==> config.mk <==
export PLATFORM = sky130hd
export DESIGN_NAME = imm_encoder
export DESIGN_NICKNAME = d
export VERILOG_FILES = /design/src/rtl/imm_encoder.sv
export SDC_FILE = /design/constraint.sdc
export NUM_CORES = 1
export LEC_CHECK = 0
export BUFFER_PORTS_ARGS = -buffer_cell sky130_fd_sc_hd__buf_2
export CAP_MARGIN = 30
export CORE_MARGIN = 8
export CORE_UTILIZATION = 30
export CTS_BUF_LIST = sky130_fd_sc_hd__clkbuf_16
export DETAILED_ROUTE_END_ITERATION = 6
export PLACE_DENSITY_LB_ADDON = 0.05
export SLEW_MARGIN = 30
export SYNTH_ARGS = -nofsm -noshare
export SYNTH_HDL_FRONTEND = slang
export SYNTH_SLANG_ARGS = --single-unit
==> constraint.sdc <==
create_clock -name clk -period 4.6 [get_ports clk]
set_input_delay 0.92 -clock clk [delete_from_list [all_inputs] [get_ports clk]]
set_output_delay 0.92 -clock clk [all_outputs]
set_load 0.03 [all_outputs]
==> src/rtl/imm_encoder.sv <==
// Packs a signed immediate into the I/S/B immediate fields of an instruction
// word and buffers the result in a 2-entry valid/ready FIFO.
module imm_encoder #(
  parameter int N     = 64,
  parameter int CNT_W = 16
) (
  input  logic             clk,
  input  logic             rst,
  input  logic             in_valid,
  output logic             in_ready,
  input  logic [N/2-1:0]   in_base,
  input  logic [N-1:0]     in_imm,
  output logic             out_valid,
  input  logic             out_ready,
  output logic [N/2-1:0]   out_instr,
  output logic             out_ovf,
  output logic [CNT_W-1:0] enc_count,
  output logic [CNT_W-1:0] ovf_count
);

  localparam int IW = N / 2;

  typedef struct packed {
    logic [IW-1:0] instr;
    logic          ovf;
  } entry_t;

  typedef enum logic [1:0] {EMPTY, ONE, FULL} state_t;

  state_t        state, state_nxt;
  entry_t        mem [2];
  logic          wptr, rptr;
  logic          push, pop;
  logic [IW-1:0] enc;
  logic [11:0]   imm12;
  logic          ovf_w;

  // Field placement assumes the 32-bit base ISA layout.
  always_comb begin
    imm12 = in_imm[11:0];
    enc   = in_base;
    case (in_base[6:5])
      2'b10: enc[31:20] = imm12;
      2'b11: begin
        enc[31:25] = imm12[11:5];
        enc[11:7]  = imm12[4:0];
      end
      default: begin
        enc[31]    = imm12[11];
        enc[7]     = imm12[10];
        enc[30:25] = imm12[9:4];
        enc[11:8]  = imm12[3:0];
      end
    endcase
  end

  // Fits in 12 bits only if everything from bit 11 up is a sign copy.
  assign ovf_w = ~((&in_imm[N-1:11]) | ~(|in_imm[N-1:11]));

  assign in_ready  = (state != FULL);
  assign out_valid = (state != EMPTY);
  assign push      = in_valid & in_ready;
  assign pop       = out_valid & out_ready;
  assign out_instr = mem[rptr].instr;
  assign out_ovf   = mem[rptr].ovf;

  always_ff @(posedge clk or posedge rst) begin
    if (rst) state <= EMPTY;
    else     state <= state_nxt;
  end

  always_comb begin
    state_nxt = state;
    case (state)
      EMPTY: if (push) state_nxt = ONE;
      ONE: begin
        if (push && !pop)      state_nxt = FULL;
        else if (pop && !push) state_nxt = EMPTY;
      end
      FULL:    if (pop) state_nxt = ONE;
      default: state_nxt = EMPTY;
    endcase
  end

  always_ff @(posedge clk or posedge rst) begin
    if (rst) begin
      mem[0]    <= '0;
      mem[1]    <= '0;
      wptr      <= 1'b0;
      rptr      <= 1'b0;
      enc_count <= '0;
      ovf_count <= '0;
    end else begin
      if (push) begin
        mem[wptr] <= '{instr: enc, ovf: ovf_w};
        wptr      <= ~wptr;
        enc_count <= enc_count + CNT_W'(1);
        if (ovf_w && ovf_count != '1) ovf_count <= ovf_count + CNT_W'(1);
      end
      if (pop) rptr <= ~rptr;
    end
  end

endmodule

==> run metrics <==
run status finished, final reports clean; Yosys cell types 32; synthesized area divided by synthesized cell count 10.30 µm²; count of nets left with antenna violations after detail routing 0; main combinational cell family by area after synthesis simple AND/OR/NAND/NOR gates; total placed cells including tap cells a little over 800; # port buffers 159; die span in x roughly 140 µm; Filler Cell Count 1,646; power per standard cell area 603.6 nW/µm²; nature of the critical path endpoint register; Crit Path Max Fanout 17; total CTS buffers 9; setup repair after global routing missed its margin false; number of synthesized flops with an enable pin 0; final setup skew 9.314 ps; number of levels the H-tree was split into 3; final critical-path share of the clock period 62.81%; grt total ovfl 0; total number of placement rows 46; Total Die Area 20,610 µm²; count of routing violations after the opening detailed-route iteration 151; overall fraction of global-route tracks in use 13.70%; final hold vios 0; sequential area share after synthesis 52.29%; initial antenna violation count 2; DRC violation count after routing 0; Tightest Hold Check Type register to register; half-perimeter wire length after detailed placement 9705 µm; adder and majority gate portion of the synthesized area 0.5127%; Storage cell area 2554 µm²; max-capacitance violation count 0; Initial Utilization 30.73%; Max rail drop VDD 185.5 µV; routed length per placed instance 16.20 µm; post-synthesis mux area share 14.89%; area leader, netlist dfrtp_1; global-route track usage on met2 22.06%; Top Ports 167; flops & latches, synth 102; worst-margin pin slew approximately 930 ps; CP Data Required Time about 4800 ps; cells after synthesis 474; final total negative setup slack 0 ps; number of buffers inserted by hold repair at cts 0; maximum number of pins on one net before global-route repair 74; worst-case hold slack 466.3 ps; final number of setup-violating endpoints 0; ANT cells 0; global route hottest layer met2; relative area change from synthesis to final layout 27.10%; share of layout cells above drive strength 1 37.26%; Core ar. 15,890 µm²; layout net count 725; footprint of the multi-input gates 2227 µm²; clock slew at the register clock pins of the worst setup and hold paths ~70 ps; total power consumption of the routed design 3745 µW; vias after detailed routing 4,052; Mapped Nets about 580; top post-synthesis cells by count nand2_1 (110), dfrtp_1 (102), mux2_2 (49); clock net sink count 102; count of TritonRoute iterations in the first routing pass 4; CTS Root Cell clkbuf_16; clock tree from TritonCTS built; type of the worst setup path input port to register; Main synth FF type dfrtp_1; CP Launch Type input port; share of the synthesized area in compound gates (AO/OA/AOI/OAI) 4.871%; synthesis warning total 0; final worst slack 1711 ps; Post-CTS Resized 0; Cell Area, Synth between 4000 and 5000 µm²; cells taking the most area after synthesis dfrtp_1 (52%), mux2_2 (11%), nand2_1 (8.5%); share of the synthesized area in the top cell type between 50% and 60%; wire length of the first global-routing pass 22,060 µm; DIE HEIGHT 143.6 µm; cell with the most instances after synthesis nand2_1; dpl ws 1342 ps; number of buffers inserted by post-CTS setup repair 0; highest attainable clock frequency between 300 and 400 MHz; setup slack, reg-to-reg 2370 ps; number of non-filler instances in the completed layout 844; vias in the first global route roughly 4,500; max-slew headroom at the worst pin 38.27%; Clock Path Buffers 2; post-layout min period 2889 ps; met3 routing resource usage after global routing 4.844%; final number of max-transition violations 0; vias per std cell 4.801; met1 Usage GRT 16.54%; GP Congestion approximately 0.72; leakage power figure 0.003036 µW; Routed WL between 10,000 and 15,000 µm; simple-gate share of the synthesized area 19.48%; Synth Area in XOR/XNOR between 5 and 6%; Worst-Skew Late Latency 350 ps; async set-or-reset flop fraction in the synthesized netlist 100.0%; WP data arrival 3120 ps
sequential cells by signal (all words and copies together), names as in the netlist:
register	count
ovf_count	16
enc_count	16
mem	66
state	2
wptr	1
rptr	1
critical path, cell delays in order:
cell	delay (ps)
buf_2	100
or4_1	510
or4_4	500
o31ai_4	630
nor3_2	140
mux2_4	320
power breakdown:
part	switching (µW)	internal [µW]
clock	339	473
sequential	255	1190
combinational	920	570
cell families after synthesis:
logic type | count (synthesis)
adder cells (fa/ha/maj) | 2
flip-flops | 102
AND/OR/NAND/NOR | 200
multiplexers | 66
buffers and inverters | 29
XOR/XNOR | 31
AO/OA/AOI/OAI | 44
routing by layer:
| layer | up-vias | wire length (µm) |
|---|---|---|
| met4 | 4 | 181 |
| met5 | - | 20 |
| met2 | 127 | 6429 |
| met1 | 1945 | 5956 |
| met3 | 16 | 1087 |
| li1 | 1960 | - |
per-stage QoR:
stage / instance area (µm²) / utilization, %
3_5_place_dp: 5887 / 37.06
4_1_cts: 6201 / 39.04
2_1_floorplan: 4881 / -
6_report: 6203 / 39.05
5_1_grt: 6203 / 39.05
3_3_place_gp: 5877 / 37.00
final timing paths:
kind,depth (start not counted),from,endpoint
min,1,enc_count[15],enc_count[15]
max,6,in_imm[19],ovf_count[1]
max in group asynchronous,3,rst,mem[60]
max reg2reg,6,state[0],enc_count[15]
min reg2reg,1,enc_count[15],enc_count[15]
min in group asynchronous,2,rst,mem[61]
final cells by class:
class	count	share of cell area, %
multi-input combinational	343	35.90
clock inverter	7	1.432
timing repair buffer	161	13.07
sequential	102	41.17
clock buffer	9	3.630
inverter	6	0.4437
tap	216	4.357
cells in the final DEF, fill, tap and decap left out, drive strengths merged:
master    Yosys  layout
mux2         50      50
and2          1       1
mux2i        16      16
nand4        22      22
o31ai         1       1
nor3b         1       1
inv           6       6
nor2b         2       2
clkbuf       19       9
a21oi         3       3
dfrtp       102     102
xor2         13      13
bufinv        0       2
and3          3       3
nor4         19      19
clkinv        0       3
or2           1       1
nand2b        2       2
nor2         10      10
buf           4     161
nand3        13      13
ha            2       2
clkinvlp      0       2
and4          2       2
o22ai         1       1
nor3          7       7
xnor2        18      18
o21ai        39      39
or4           6       6
nand2       110     110
nor4b         1       1
Power figures use the tool's default switching activity.
